File: config.mk
export PLATFORM = sky130hd
export DESIGN_NAME = mc_control_unit
export DESIGN_NICKNAME = d
export VERILOG_FILES = /design/src/rtl/mc_control_unit.sv
export SDC_FILE = /design/constraint.sdc
export NUM_CORES = 1
export LEC_CHECK = 0
export BUFFER_PORTS_ARGS = -buffer_cell sky130_fd_sc_hd__buf_2
export CAP_MARGIN = 20
export CORE_ASPECT_RATIO = 1.75
export CORE_UTILIZATION = 47
export CTS_BUF_LIST = sky130_fd_sc_hd__clkbuf_16
export CTS_CLUSTER_DIAMETER = 30
export DETAILED_ROUTE_END_ITERATION = 8
export PLACE_DENSITY = 0.83
export SLEW_MARGIN = 20
export SYNTH_ARGS = -nofsm -noshare
export SYNTH_HDL_FRONTEND = slang
export SYNTH_SLANG_ARGS = --single-unit
File: constraint.sdc
create_clock -name clk -period 2 [get_ports clk]
set_input_delay 0.2 -clock clk [delete_from_list [all_inputs] [get_ports clk]]
set_output_delay 0.2 -clock clk [all_outputs]
set_load 0.05 [all_outputs]
File: src/rtl/mc_control_unit.sv
// mc_control_unit: multi-cycle MIPS control FSM with memory handshake, illegal-opcode trap
// and cycle/retired-instruction counters.
module mc_control_unit #(
    parameter logic HAS_MEM_HS      = 1'b1,
    parameter logic TRAP_ON_ILLEGAL = 1'b1,
    parameter int   CNT_W           = 32
) (
    input  logic             clk,
    input  logic             reset,
    input  logic [5:0]       opcode,
    input  logic             mem_ready,
    output logic             mem_req,
    output logic             IorD,
    output logic             MemWrite,
    output logic             IRWrite,
    output logic             RegWrite,
    output logic [1:0]       RegDst,
    output logic [1:0]       MemtoReg,
    output logic             ALUSrcA,
    output logic [1:0]       ALUSrcB,
    output logic [1:0]       ALUop,
    output logic [1:0]       PCSrc,
    output logic             PCWrite,
    output logic             PCWriteCond,
    output logic             PCWriteCondN,
    output logic [3:0]       state,
    output logic             retire,
    output logic             illegal,
    output logic [CNT_W-1:0] cycle_cnt,
    output logic [CNT_W-1:0] instr_cnt
);
    typedef enum logic [3:0] {
        FETCH     = 4'd0,
        DECODE    = 4'd1,
        MEM_ADDR  = 4'd2,
        MEM_READ  = 4'd3,
        MEM_WB    = 4'd4,
        MEM_WRITE = 4'd5,
        EXEC      = 4'd6,
        R_WB      = 4'd7,
        BRANCH    = 4'd8,
        JUMP      = 4'd9,
        ADDI_EXEC = 4'd10,
        ADDI_WB   = 4'd11,
        JAL       = 4'd12,
        TRAP      = 4'd15
    } state_t;

    localparam logic [5:0] OP_R    = 6'b000000;
    localparam logic [5:0] OP_LW   = 6'b100011;
    localparam logic [5:0] OP_SW   = 6'b101011;
    localparam logic [5:0] OP_BEQ  = 6'b000100;
    localparam logic [5:0] OP_BNE  = 6'b000101;
    localparam logic [5:0] OP_ADDI = 6'b001000;
    localparam logic [5:0] OP_J    = 6'b000010;
    localparam logic [5:0] OP_JAL  = 6'b000011;

    state_t state_q, state_d;
    logic [CNT_W-1:0] cyc_q, ins_q;
    logic done, mreq, mwr, irw, rwr, pcw, pcwc, pcwcn, ret;

    assign done = mem_ready | ~HAS_MEM_HS;

    always_comb begin
        state_d  = state_q;
        mreq     = 1'b0;
        mwr      = 1'b0;
        irw      = 1'b0;
        rwr      = 1'b0;
        pcw      = 1'b0;
        pcwc     = 1'b0;
        pcwcn    = 1'b0;
        ret      = 1'b0;
        IorD     = 1'b0;
        RegDst   = 2'b00;
        MemtoReg = 2'b00;
        ALUSrcA  = 1'b0;
        ALUSrcB  = 2'b00;
        ALUop    = 2'b00;
        PCSrc    = 2'b00;
        illegal  = 1'b0;
        case (state_q)
            FETCH: begin
                mreq    = 1'b1;
                ALUSrcB = 2'b01;
                irw     = done;
                pcw     = done;
                state_d = done ? DECODE : FETCH;
            end
            DECODE: begin
                ALUSrcB = 2'b11;
                case (opcode)
                    OP_R:          state_d = EXEC;
                    OP_LW, OP_SW:  state_d = MEM_ADDR;
                    OP_BEQ, OP_BNE: state_d = BRANCH;
                    OP_ADDI:       state_d = ADDI_EXEC;
                    OP_J:          state_d = JUMP;
                    OP_JAL:        state_d = JAL;
                    default:       state_d = TRAP_ON_ILLEGAL ? TRAP : FETCH;
                endcase
            end
            MEM_ADDR: begin
                ALUSrcA = 1'b1;
                ALUSrcB = 2'b10;
                state_d = (opcode == OP_SW) ? MEM_WRITE : MEM_READ;
            end
            MEM_READ: begin
                mreq    = 1'b1;
                IorD    = 1'b1;
                state_d = done ? MEM_WB : MEM_READ;
            end
            MEM_WB: begin
                rwr      = 1'b1;
                MemtoReg = 2'b01;
                ret      = 1'b1;
                state_d  = FETCH;
            end
            MEM_WRITE: begin
                mreq    = 1'b1;
                IorD    = 1'b1;
                mwr     = done;
                ret     = done;
                state_d = done ? FETCH : MEM_WRITE;
            end
            EXEC: begin
                ALUSrcA = 1'b1;
                ALUop   = 2'b10;
                state_d = R_WB;
            end
            R_WB: begin
                rwr     = 1'b1;
                RegDst  = 2'b01;
                ret     = 1'b1;
                state_d = FETCH;
            end
            BRANCH: begin
                ALUSrcA = 1'b1;
                ALUop   = 2'b01;
                PCSrc   = 2'b01;
                pcwc    = (opcode == OP_BEQ);
                pcwcn   = (opcode == OP_BNE);
                ret     = 1'b1;
                state_d = FETCH;
            end
            JUMP: begin
                PCSrc   = 2'b10;
                pcw     = 1'b1;
                ret     = 1'b1;
                state_d = FETCH;
            end
            ADDI_EXEC: begin
                ALUSrcA = 1'b1;
                ALUSrcB = 2'b10;
                state_d = ADDI_WB;
            end
            ADDI_WB: begin
                rwr     = 1'b1;
                ret     = 1'b1;
                state_d = FETCH;
            end
            JAL: begin
                rwr      = 1'b1;
                RegDst   = 2'b10;
                MemtoReg = 2'b10;
                PCSrc    = 2'b10;
                pcw      = 1'b1;
                ret      = 1'b1;
                state_d  = FETCH;
            end
            TRAP:    illegal = 1'b1;
            default: state_d = FETCH;
        endcase
    end

    // strobes are forced low combinationally while reset is held, even though FETCH requests memory
    assign mem_req      = reset & mreq;
    assign MemWrite     = reset & mwr;
    assign IRWrite      = reset & irw;
    assign RegWrite     = reset & rwr;
    assign PCWrite      = reset & pcw;
    assign PCWriteCond  = reset & pcwc;
    assign PCWriteCondN = reset & pcwcn;
    assign retire       = reset & ret;
    assign state        = state_q;
    assign cycle_cnt    = cyc_q;
    assign instr_cnt    = ins_q;

    always_ff @(posedge clk or negedge reset) begin
        if (!reset) begin
            state_q <= FETCH;
            cyc_q   <= '0;
            ins_q   <= '0;
        end else begin
            state_q <= state_d;
            if (state_q != TRAP) cyc_q <= cyc_q + CNT_W'(1);
            if (ret) ins_q <= ins_q + CNT_W'(1);
        end
    end
endmodule

==> impl_metrics.json <==
{
  "outcome": "finished, final reports clean",
  "fillerInstances": 556,
  "drtAntennaViolNets": 0,
  "core_sq_um": 7230,
  "ctsRootBufferMaster": "clkbuf_16",
  "clkTransAtPathRegs_ns": 0.05,
  "p_per_area_nw_per_um2": 1320,
  "area_growth_pct": 40.7,
  "skew_ns": 0.00433,
  "numCtsBuffers": 9,
  "drv_cap": 0,
  "grt_setup_unrepaired": "true",
  "clock_latency_ns": 0.33,
  "synthCells": 353,
  "ir_drop_mv": 1.17,
  "synth-warning-count": 0,
  "cp.arrival_ns": 2.21,
  "finalHoldViolCount": 0,
  "place_ws_ns": 0.0547,
  "slew_headroom_pct": 71.1,
  "die-width_microns": 67.3,
  "drt-met1-wl_microns": 3390,
  "wl_microns": 8830,
  "io-pin-count": 98,
  "hold_ws_ns": 0.246,
  "cts_max_level": 3,
  "wl_met2_microns": 4820,
  "fin_nets": 488,
  "worstMarginPinSlew_ns": 0.430,
  "synth_enable_flop_cells": 0,
  "fin_crit_ns": 1.96,
  "first_global_vias": 2965,
  "antenna_found_initial": 0,
  "async_flop_share_pct": 100,
  "setup_slack_ns": 0.0388,
  "ys_ff_latch": 68,
  "first_pass_iters": 4,
  "grtUsageTotal_pct": 24.1,
  "dr.max_layer_used": "met4",
  "grt_pass1_wl_microns": 13800,
  "setup-violations-final": 0,
  "reg2reg_slack_ns": 0.04,
  "die-height_microns": 116,
  "p_leak_nw": 2.31,
  "cts_tree": "built",
  "post-route-period-util_pct": 98.1,
  "utilization_pct": 68.3,
  "required_ns": 2.25,
  "cp-start-kind": "flip-flop",
  "worstReg2RegStart": "state[3]$_DFFE_PN0N_",
  "core.rowCount": 41,
  "crit_fanout": 5,
  "wl_per_cell_microns": 15.6,
  "netlist_area_sq_um": 3510,
  "r2r_cells": 5,
  "worstSetupPathType": "flip-flop to flip-flop",
  "hp-class": "primary input to flip-flop",
  "synth_flop_cell": "dfrtp_1",
  "critPathCaptureType": "flip-flop",
  "clkSinkCount": 68,
  "startpoint": "state[3]$_DFFE_PN0N_",
  "dieArea_sq_um": 7830,
  "globalRouteOverflowTotal": 0,
  "crit_end": "instr_cnt[31]$_DFFE_PN0P_",
  "grt_max_degree": 32,
  "clockBufferDepth": 2,
  "numPortBuffers": 97,
  "num_antenna_cells": 0,
  "yosysUniqueCellTypes": 49,
  "syn_avg_cell_area_sq_um": 9.94,
  "drive_gt1_share_pct": 42.9,
  "drv_slew": 0,
  "viasPerCell": 5.51,
  "route.met3.wl_microns": 340,
  "syn_nets": 364,
  "gp_congestion": 0.837,
  "via_count": 3128,
  "start_util_pct": 48.5,
  "fmax_mhz": 510,
  "hold_path_depth": 4,
  "ys_seq_area_share_pct": 48.5,
  "hpwl_microns": 6510,
  "regToRegEndpoint": "instr_cnt[31]$_DFFE_PN0P_",
  "drtIter0Drc": 204,
  "drc": 0
}
[how the worst min path moves through the flow]
stage | start | end | slack [ns]
floorplan | reset | cycle_cnt[0]$_DFFE_PN0N_ | -0.1
global placement | reset | state[2]$_DFFE_PN0N_ | 0.25
detailed placement | reset | cycle_cnt[1]$_DFFE_PN0N_ | 0.25
CTS | opcode[4] | state[1]$_DFFE_PN0N_ | 0.23
global route | opcode[4] | state[1]$_DFFE_PN0N_ | 0.25
finish | opcode[4] | state[1]$_DFFE_PN0N_ | 0.25
[registers in the layout, indices dropped and copies added (netlist names)]
register   cells
cycle_cnt     32
instr_cnt     32
state          4
[worst max-delay path: stages (launching register included)]
cell      delay, ns
dfrtp_2        0.41
o21bai_4       0.18
a311o_4        0.42
or4_4          0.49
nor4_4         0.24
xor2_1         0.16
[power breakdown]
| part | total [mW] | switching [mW] | internal, mW |
|---|---|---|---|
| logic | 3.05 | 2.06 | 0.985 |
| clock network | 1.63 | 0.554 | 1.07 |
| registers | 1.83 | 0.250 | 1.58 |
| total | 6.50 | 2.87 | 3.64 |
[per-stage QoR]
| stage | total power [mW] | cells | instance area (sq um) | TNS, ns |
|---|---|---|---|---|
| floorplan | 4.05 | 353 | 3850 | -2.24 |
| global placement | 4.53 | 541 | 4450 | 0 |
| detailed placement | 4.58 | 541 | 4450 | 0 |
| CTS | 6.37 | 562 | 4840 | 0 |
| global route | 6.78 | 568 | 4940 | -0.0334 |
| finish | 6.50 | 568 | 4940 | 0 |
[what timing repair did]
item	CTS	global route
hold buffers	1	0
endpoints found under the setup margin	9	8
cloned	0	0
endpoints found under the hold margin	37	0
resized for setup	10	14
buffers inserted	4	6
pin swaps	2	3
[cell usage after synthesis (2+ instances only)]
library cell	n	area [sq um]
and4_1	2	17.5
or3_1	2	12.5
nand3_1	23	115
nand4_1	16	100
a31oi_1	2	12.5
ha_1	2	25.0
and3_1	15	93.8
a21o_1	2	15.0
nor4_1	5	31.3
nand2b_1	4	25.0
buf_2	3	15.0
and2_1	3	18.8
o21ai_0	4	20.0
clkbuf_1	8	30.0
xnor2_1	38	333
nand2_1	38	143
a21oi_1	3	15.0
xor2_1	27	236
inv_1	9	33.8
mux2_2	2	22.5
buf_4	2	15.0
dfrtp_1	68	1700
nor2b_1	3	18.8
nor4_2	2	25.0
nor3_1	25	125
nor2_1	22	82.6
[per-layer routing]
layer / GRT usage [%] / vias to the layer above
li1: - / 1473
met1: 26.2 / 1539
met2: 42.1 / 94
met3: 5.18 / 22
met4: 13.0 / 0
met5: 0 / -
[logic make-up (layout without fill, tap and decap cells)]
group,Yosys count,in the layout,synth area share [%]
AO/OA/AOI/OAI,24,24,5.53
flip-flops,68,68,48.5
buffers and inverters,25,154,3.24
multiplexers,3,3,0.927
XOR/XNOR,65,65,16.2
AND/OR/NAND/NOR,166,166,24.9
adder cells (fa/ha/maj),2,2,0.713
[final cells by class]
type | instances | area, sq um | area share [%]
Multi-Input combinational cell | 260 | 1970 | 39.9
Timing Repair Buffer | 129 | 787 | 15.9
Tap cell | 86 | 108 | 2.18
Clock inverter | 7 | 82.6 | 1.67
Inverter | 9 | 40.0 | 0.811
Clock buffer | 9 | 225 | 4.56
Sequential cell | 68 | 1730 | 35.0
[cells in the final DEF (no fill, tap or decap), drive strengths merged, types with 4 or more instances in the layout]
cell type,synthesis,layout
buf,7,127
dfrtp,68,68
nor4,8,8
inv,9,9
and3,15,15
clkbuf,9,10
nand2b,4,4
xnor2,38,38
nor2,22,22
nand4,16,16
nand3,23,23
nand2,38,38
o21ai,4,4
xor2,27,27
nor3,26,26
Note: power is estimated with default switching activity, not from simulation.
